==> src/rtl/mem_arbiter_if.sv <==
// Block-memory port bundle shared by both caches and the main memory side.
// master drives strobes/address/write data; slave answers with read data and busy.
interface mem_arbiter_if #(
   parameter int ADDR_WIDTH = 6,
   parameter int DATA_WIDTH = 32
);
   logic                  read;
   logic                  write;
   logic [ADDR_WIDTH-1:0] address;
   logic [DATA_WIDTH-1:0] write_data;
   logic [DATA_WIDTH-1:0] read_data;
   logic                  busy;

   modport master (output read, write, address, write_data, input read_data, busy);
   modport slave  (input read, write, address, write_data, output read_data, busy);
endinterface

==> src/rtl/mem_arbiter.sv <==
// Round-robin arbiter serialising I-cache/D-cache block transfers onto one memory port.
// Latency: grant+issue+done add 3 cycles over memory busy; losing port stays busy until served.
module mem_arbiter #(
   parameter int ADDR_WIDTH = 6,
   parameter int DATA_WIDTH = 32
) (
   input  logic          clk,
   input  logic          reset,
   mem_arbiter_if.slave  icache,
   mem_arbiter_if.slave  dcache,
   mem_arbiter_if.master mem
);
   typedef enum logic [1:0] {IDLE, ISSUE, WAIT, DONE} state_t;

   typedef struct packed {
      logic                  wr;
      logic [ADDR_WIDTH-1:0] addr;
      logic [DATA_WIDTH-1:0] wdata;
   } req_t;

   state_t                state, state_nxt;
   req_t                  req_q, req_nxt;
   logic                  grant, grant_nxt;
   logic                  last;
   logic                  mask_vld;
   logic                  mask;
   logic                  load;
   logic                  capture;
   logic                  active;
   logic                  req_i, req_d;
   logic                  elig_i, elig_d;
   logic [DATA_WIDTH-1:0] rdata_i, rdata_d;
   logic                  unused_icache;

   assign req_i = icache.read;
   assign req_d = dcache.read | dcache.write;

   // The port finished in the last DONE sits out exactly one IDLE cycle so its
   // still-asserted request is not mistaken for a new one.
   assign elig_i = req_i && !(mask_vld && !mask);
   assign elig_d = req_d && !(mask_vld && mask);

   always_comb begin
      state_nxt = state;
      grant_nxt = grant;
      req_nxt   = req_q;
      load      = 1'b0;
      capture   = 1'b0;
      case (state)
         IDLE: begin
            if (elig_i || elig_d) begin
               load      = 1'b1;
               state_nxt = ISSUE;
               grant_nxt = (elig_i && elig_d) ? !last : elig_d;
               if (grant_nxt) begin
                  req_nxt.wr    = dcache.write;
                  req_nxt.addr  = dcache.address;
                  req_nxt.wdata = dcache.write_data;
               end else begin
                  req_nxt.wr    = 1'b0;
                  req_nxt.addr  = icache.address;
                  req_nxt.wdata = '0;
               end
            end
         end
         ISSUE: state_nxt = WAIT;
         WAIT: begin
            if (!mem.busy) begin
               state_nxt = DONE;
               capture   = !req_q.wr;
            end
         end
         DONE:    state_nxt = IDLE;
         default: state_nxt = IDLE;
      endcase
   end

   always_ff @(posedge clk) begin
      if (reset) begin
         state    <= IDLE;
         grant    <= 1'b0;
         last     <= 1'b0;
         mask_vld <= 1'b0;
         mask     <= 1'b0;
         req_q    <= '0;
         rdata_i  <= '0;
         rdata_d  <= '0;
      end else begin
         state <= state_nxt;
         if (load) begin
            grant <= grant_nxt;
            req_q <= req_nxt;
         end
         if (capture) begin
            if (grant) rdata_d <= mem.read_data;
            else       rdata_i <= mem.read_data;
         end
         if (state == DONE) begin
            last     <= grant;
            mask_vld <= 1'b1;
            mask     <= grant;
         end else if (state == IDLE) begin
            mask_vld <= 1'b0;
         end
      end
   end

   assign active         = (state == ISSUE) || (state == WAIT);
   assign mem.read       = active && !req_q.wr;
   assign mem.write      = active && req_q.wr;
   assign mem.address    = active ? req_q.addr  : '0;
   assign mem.write_data = active ? req_q.wdata : '0;

   assign icache.read_data = rdata_i;
   assign dcache.read_data = rdata_d;
   assign icache.busy      = req_i && !((state == DONE) && !grant);
   assign dcache.busy      = req_d && !((state == DONE) && grant);

   // Instruction port is read-only; its write lines are ignored.
   assign unused_icache = icache.write ^ (^icache.write_data);
endmodule

==> src/flat_wrapper.sv <==
// flat-port wrapper written by rule: the top's interface ports become plain ports
module mem_arbiter_flat 
#(
   parameter int ADDR_WIDTH = 6,
   parameter int DATA_WIDTH = 32
)
  (clk, reset, icache_read, icache_write, icache_address, icache_write_data, icache_read_data, icache_busy, dcache_read, dcache_write, dcache_address, dcache_write_data, dcache_read_data, dcache_busy, mem_read, mem_write, mem_address, mem_write_data, mem_read_data, mem_busy);
  mem_arbiter_if #(.ADDR_WIDTH(ADDR_WIDTH), .DATA_WIDTH(DATA_WIDTH)) icache_i ();
  mem_arbiter_if #(.ADDR_WIDTH(ADDR_WIDTH), .DATA_WIDTH(DATA_WIDTH)) dcache_i ();
  mem_arbiter_if #(.ADDR_WIDTH(ADDR_WIDTH), .DATA_WIDTH(DATA_WIDTH)) mem_i ();
  input  logic clk;
  input  logic reset;
  input wire logic [$bits(icache_i.read)-1:0] icache_read;
  input wire logic [$bits(icache_i.write)-1:0] icache_write;
  input wire logic [$bits(icache_i.address)-1:0] icache_address;
  input wire logic [$bits(icache_i.write_data)-1:0] icache_write_data;
  output wire logic [$bits(icache_i.read_data)-1:0] icache_read_data;
  output wire logic [$bits(icache_i.busy)-1:0] icache_busy;
  input wire logic [$bits(dcache_i.read)-1:0] dcache_read;
  input wire logic [$bits(dcache_i.write)-1:0] dcache_write;
  input wire logic [$bits(dcache_i.address)-1:0] dcache_address;
  input wire logic [$bits(dcache_i.write_data)-1:0] dcache_write_data;
  output wire logic [$bits(dcache_i.read_data)-1:0] dcache_read_data;
  output wire logic [$bits(dcache_i.busy)-1:0] dcache_busy;
  output wire logic [$bits(mem_i.read)-1:0] mem_read;
  output wire logic [$bits(mem_i.write)-1:0] mem_write;
  output wire logic [$bits(mem_i.address)-1:0] mem_address;
  output wire logic [$bits(mem_i.write_data)-1:0] mem_write_data;
  input wire logic [$bits(mem_i.read_data)-1:0] mem_read_data;
  input wire logic [$bits(mem_i.busy)-1:0] mem_busy;
  assign icache_i.read = icache_read;
  assign icache_i.write = icache_write;
  assign icache_i.address = icache_address;
  assign icache_i.write_data = icache_write_data;
  assign icache_read_data = icache_i.read_data;
  assign icache_busy = icache_i.busy;
  assign dcache_i.read = dcache_read;
  assign dcache_i.write = dcache_write;
  assign dcache_i.address = dcache_address;
  assign dcache_i.write_data = dcache_write_data;
  assign dcache_read_data = dcache_i.read_data;
  assign dcache_busy = dcache_i.busy;
  assign mem_read = mem_i.read;
  assign mem_write = mem_i.write;
  assign mem_address = mem_i.address;
  assign mem_write_data = mem_i.write_data;
  assign mem_i.read_data = mem_read_data;
  assign mem_i.busy = mem_busy;
  mem_arbiter #(.ADDR_WIDTH(ADDR_WIDTH), .DATA_WIDTH(DATA_WIDTH)) u_core (.clk(clk), .reset(reset), .icache(icache_i), .dcache(dcache_i), .mem(mem_i));
endmodule
==> config.mk <==
export PLATFORM = sky130hd
export DESIGN_NAME = mem_arbiter_flat
export DESIGN_NICKNAME = d
export VERILOG_FILES = /design/src/rtl/mem_arbiter_if.sv /design/src/rtl/mem_arbiter.sv /design/src/flat_wrapper.sv
export SDC_FILE = /design/constraint.sdc
export NUM_CORES = 1
export LEC_CHECK = 0
export ABC_AREA = 1
export CAP_MARGIN = 20
export CELL_PAD_IN_SITES_DETAIL_PLACEMENT = 2
export CELL_PAD_IN_SITES_GLOBAL_PLACEMENT = 2
export CORE_ASPECT_RATIO = 1.1
export CORE_MARGIN = 4
export CORE_UTILIZATION = 22
export DETAILED_ROUTE_END_ITERATION = 10
export PLACE_DENSITY_LB_ADDON = 0.1
export SYNTH_ARGS = -nofsm -noshare
export SYNTH_HDL_FRONTEND = slang
export SYNTH_SLANG_ARGS = --single-unit
==> constraint.sdc <==
create_clock -name clk -period 3.65 [get_ports clk]
set_clock_uncertainty 0.15 [all_clocks]
set_input_delay 0.5475 -clock clk [delete_from_list [all_inputs] [get_ports clk]]
set_output_delay 0.5475 -clock clk [all_outputs]
set_load 0.1 [all_outputs]
Yosys cells after proc, flatten, opt, wreduce, memory -nomap -nowiden
Index checks and enable logic that the tools add are counted.
{ "word_totals": {"ff_bits": 108, "latch_bits": 0, "ram_bits": 0, "rom_bits": 0, "inputBits": 115, "output_inout_bits": 106, "word_cells": 55, "n_memories": 0} }
{ "op_classes": {"add_sub_neg": 0, "mul": 0, "n_div": 0, "n_lt_le_gt_ge": 0, "n_eq_ne": 5, "n_shift": 0, "muxes": 13, "bitwise": 2, "n_reduce_logical": 26} }
{ "ops": {"columns": ["cell", "count"], "rows": [
  ["39-bit two-way mux", 1],
  ["32-bit two-way mux", 1],
  ["1-bit logical AND", 11],
  ["2-bit one-hot mux with 4 select lines", 1],
  ["1-bit logical NOT", 7],
  ["1-bit two-way mux", 7],
  ["6-bit two-way mux", 1],
  ["2-bit AND reduction", 3],
  ["2-bit == test, second input constant", 2],
  ["2-bit two-way mux", 2],
  ["3-bit AND reduction", 1],
  ["2-bit by 1-bit == test with 1-bit output, second input constant", 1],
  ["2-bit logical NOT", 1],
  ["1-bit logical OR", 2],
  ["2-bit by 1-bit != test with 1-bit output, second input constant", 1],
  ["2-bit != test, second input constant", 1],
  ["2-bit nonzero test", 1],
  ["1-bit inverter", 1],
  ["1-bit OR", 1]
]} }

Logic depth before layout (Yosys ltp)
{ "depth": {"word_depth": 8, "depth_mapped": 9} }

Least setup slack after synthesis
No wires, ideal clock.
{ "synth_path": {"kind": "register -> output", "from": "reg u_core.state[1]", "to": "out mem_read", "t_arrival_ns": 2.020, "slack_ns": 0.933, "stages_incl_launch_ff": 5, "path_buffers": 0, "path_cell_list": "dfxtp_1 inv_1 ha_1 inv_1 nor2_1"} }
{ "synth_between": {"elab_chain_cells": 3} }
{ "synth_rtl": {"columns": ["element", "line_no", "source"], "rows": [
  ["from (decl)", "mem_arbiter.sv:21", "state_t state, state_nxt;"],
  ["from (signal assigned)", "mem_arbiter.sv:89", "state <= state_nxt;"],
  ["2-bit by 1-bit == test with 1-bit output / 2-bit == test (equally long branches)", "mem_arbiter.sv:108", "assign active = (state == ISSUE) || (state == WAIT);"],
  ["1-bit logical OR *", "mem_arbiter.sv:108", null],
  ["1-bit logical AND *", "mem_arbiter.sv:109", "assign mem.read = active && !req_q.wr;"],
  ["to (decl)", "flat_wrapper.sv:25", "output wire logic [$bits(mem_i.read)-1:0] mem_read;"]
]} }
Mark *: on every way between the ends. The rest lies on a longest branch, timed or not.

Worst setup path in the final report
Ends and elaborated chain as after synthesis.

==> results.json <==
{
  "gpl.final_weighted_congestion": 0.697,
  "hp-class": "flop to flop",
  "cts_made_buffers": 9,
  "detail_routed_net_length_per_standard_cell_um": 14.8,
  "max-vdd-ir-drop_mv": 0.296,
  "synthCells": 618,
  "cap_viol_max_count": 0,
  "cp_data_arrival_time_ns": 2.10,
  "postSynthRegisterBits": 108,
  "htree_levels": 3,
  "groute.layer.met3.usage": 0.0356,
  "start_util": 0.225,
  "cts_hold_repair.buffers": 0,
  "min_from": "u_core.dcache.read_data[2]",
  "number_of_nets_produced_by_synthesis": 736,
  "chipHeight_um": 158,
  "clk_transition_reported_paths_ns": 0.07,
  "fp.dieW_um": 144,
  "antenna_cells_inserted": 0,
  "power.density_mw_per_mm2": 798,
  "max_stage_delay_ns": 0.39,
  "antenna_violating_nets_post_route": 0,
  "postLayoutSetupSlackWorst_ns": 0.855,
  "port_buffers": 187,
  "layout.cells.non_filler": 1042,
  "max_slew.worst_pin.slew_ns": 1.04,
  "slew_violations": 0,
  "clock_tree.root_cell": "sky130_fd_sc_hd__clkbuf_16",
  "clock_latency_ns": 0.34,
  "global_route.peak_usage_layer": "met2",
  "fin_total_pwr_mw": 5.36,
  "coreArea_sq_mm": 0.0200,
  "fill_cells": 2321,
  "remaining_design_rule_violation_count": 0,
  "final-setup-viol-count": 0,
  "rsz0062_at_grt": "false",
  "slowest_stage": "sky130_fd_sc_hd__buf_4",
  "synth_cell_type_count": 24,
  "worstPathBufferInverterCount": 4,
  "grt-ovfl-total": 0,
  "detailed_place_hpwl_um": 11400,
  "post-place-cells": 1026,
  "synthesis.yosys.warnings": 0,
  "synth_largest_area_cell": "sky130_fd_sc_hd__dfxtp_1",
  "worstSetupPathType": "flop to output port",
  "fmaxAchievable_mhz": 358,
  "finalNetCount": 903,
  "synth_seq_area_share": 0.480,
  "cts_tree": "done",
  "wire_length_of_the_first_global_routing_pass_um": 24300,
  "leakagePower_nw": 2.87,
  "cts_max_path_buffers": 2,
  "cts_num_sinks": 108,
  "reg2reg_depth": 6,
  "maxSlewHeadroom": 0.304,
  "top_level_ports": 221,
  "grt_util_all_layers": 0.133,
  "drt_first_pass_iters": 4,
  "timing.critical_path.cells": "inv_1 > ha_1 > buf_4 > inv_1 > nor2_1 > buf_12",
  "worstSetupStartpointType": "flop",
  "via_per_inst": 4.35,
  "avgSynthCellArea_sq_um": 7.29,
  "grt_use_met2": 0.247,
  "design.die.area_sq_mm": 0.0228,
  "hold_viol_final": 0,
  "area_growth_pct": 49.0,
  "wirelength_um": 15500,
  "grt_antenna_before_repair": 0,
  "drtIter0Drc": 113,
  "maximum_number_of_pins_on_one_net_before_global_route_repair": 65,
  "timing.setup.tns_ns": 0,
  "critPathMostFrequentCell": "sky130_fd_sc_hd__inv_1",
  "post_synth_instance_area_sq_mm": 0.00451,
  "regToRegEndpoint": "u_core.req_q[9]",
  "grt.met1_usage": 0.148,
  "number_of_global_route_vias_before_repair": 4899,
  "cts-resized-gates": 0,
  "path_max_fanout": 40,
  "synth_largest_type_area_fraction": 0.480,
  "min_delay_path_depth": 2,
  "regToRegStartpoint": "u_core.state[0]",
  "outcome": "finished, final reports clean",
  "routed-via-count": 4536,
  "period_share": 0.766,
  "crit_family": "buffers and inverters",
  "synth_area_leaders": "sky130_fd_sc_hd__dfxtp_1 (48%), sky130_fd_sc_hd__a21oi_1 (11%), sky130_fd_sc_hd__nand2_1 (11%), sky130_fd_sc_hd__inv_1 (10%), sky130_fd_sc_hd__o21ai_0 (7.3%)",
  "placement_row_count": 54,
  "preCtsSetupSlack_ns": 0.945,
  "critical_path_required_ns": 2.95,
  "post_route_cells_drive_above_1_share": 0.100,
  "reg2reg_setup_slack_ns": 1.36,
  "timing.critical_path.to_type": "output port",
  "layout_min_cycle_time_ns": 2.79,
  "post_cts_repair_timing_setup_buffer_count": 0,
  "worstHoldEndpoint": "u_core.dcache.read_data[2]"
}
## worst max path at each step
stage | start | endpoint | slack (ns) | cells past startpoint
after floorplan | u_core.state[1] | mem_read | 0.93 | 4
after global placement | dcache_write | u_core.req_q[7] | 1.02 | 7
after detailed placement | dcache_write | u_core.req_q[9] | 0.94 | 7
after CTS | u_core.state[1] | mem_read | 0.76 | 6
after global routing | u_core.state[1] | mem_read | 0.67 | 6
final | u_core.state[1] | mem_read | 0.86 | 6
## logic make-up (layout without fill, tap and decap cells)
group                    after synthesis  after routing  share of synthesized area
flip-flops                           108            108                      0.480
buffers and inverters                166            338                      0.156
adder cells (fa/ha/maj)                3              3                    0.00833
AO/OA/AOI/OAI                        169            169                      0.189
AND/OR/NAND/NOR                      172            172                      0.167
## registers in the layout (all words and copies together) (netlist names)
| signal | cells |
|---|---|
| u_core.dcache.read_data | 32 |
| u_core.grant | 1 |
| u_core.icache.read_data | 32 |
| u_core.last | 1 |
| u_core.mask_vld | 1 |
| u_core.req_q | 39 |
| u_core.state | 2 |
## worst register-to-register path: cells and delay by family, from the launching register on
family / cells / cell delay (ns)
adders and majority gates: 1 / 0.51
buffers and inverters: 2 / 0.26
DFF: 1 / 0.32
and+or+nand+nor: 2 / 0.80
AOI/OAI and AO/OA: 1 / 0.19
## routing by layer
| metal | vias to the layer above | routed length [um] |
|---|---|---|
| met4 | 0 | 163 |
| li1 | 2221 | - |
| met3 | 9 | 1010 |
| met1 | 2192 | 6330 |
| met2 | 114 | 7950 |
| met5 | - | 0 |
## layout by cell type, fill, tap and decap left out, drive strengths merged
cell type      synthesis  layout
nor2                  27      27
nand2                134     134
a211oi                 1       1
nand3                 11      11
clkinvlp               0       1
clkinv                 0       2
clkdlybuf4s50          0     145
o21ai                 66      66
buf                   23      48
clkbuf                14       9
o21a                   1       1
a21oi                101     101
ha                     3       3
dfxtp                108     108
inv                  129     133
## cell usage after synthesis
master and count:
sky130_fd_sc_hd__a211oi_1 1, sky130_fd_sc_hd__a21oi_1 101, sky130_fd_sc_hd__buf_1 1, sky130_fd_sc_hd__buf_2 13, sky130_fd_sc_hd__buf_4 2, sky130_fd_sc_hd__buf_6 7
sky130_fd_sc_hd__clkbuf_1 10, sky130_fd_sc_hd__clkbuf_2 4, sky130_fd_sc_hd__dfxtp_1 108, sky130_fd_sc_hd__ha_1 3, sky130_fd_sc_hd__inv_1 126, sky130_fd_sc_hd__inv_2 3
sky130_fd_sc_hd__nand2_1 127, sky130_fd_sc_hd__nand2_2 2, sky130_fd_sc_hd__nand2_4 3, sky130_fd_sc_hd__nand2_8 2, sky130_fd_sc_hd__nand3_1 8, sky130_fd_sc_hd__nand3_2 2
sky130_fd_sc_hd__nand3_4 1, sky130_fd_sc_hd__nor2_1 25, sky130_fd_sc_hd__nor2_2 1, sky130_fd_sc_hd__nor2_4 1, sky130_fd_sc_hd__o21a_1 1, sky130_fd_sc_hd__o21ai_0 66
## stage by stage
step,util,area (sq um),hold WS [ns]
after floorplan,-,4510,0.289
after global placement,0.321,6430,0.280
after detailed placement,0.321,6430,0.288
after CTS,0.336,6720,0.300
after global routing,0.336,6720,0.318
final,0.336,6720,0.295
## power breakdown
part | switching, mW | internal, mW | total (mW)
combinational | 2.22 | 0.647 | 2.87
clock | 0.491 | 0.481 | 0.972
sequential | 0.125 | 1.40 | 1.52
total | 2.83 | 2.53 | 5.36
## layout make-up
type	count	area, sq um	share of cell area
Clock buffer	9	225	0.0335
Timing Repair Buffer	193	1820	0.272
Clock inverter	7	65.1	0.00969
Sequential cell	108	2160	0.322
Multi-Input combinational cell	344	1640	0.244
Tap cell	252	315	0.0469
Inverter	129	484	0.0721
(Power assumes the default switching activity.)
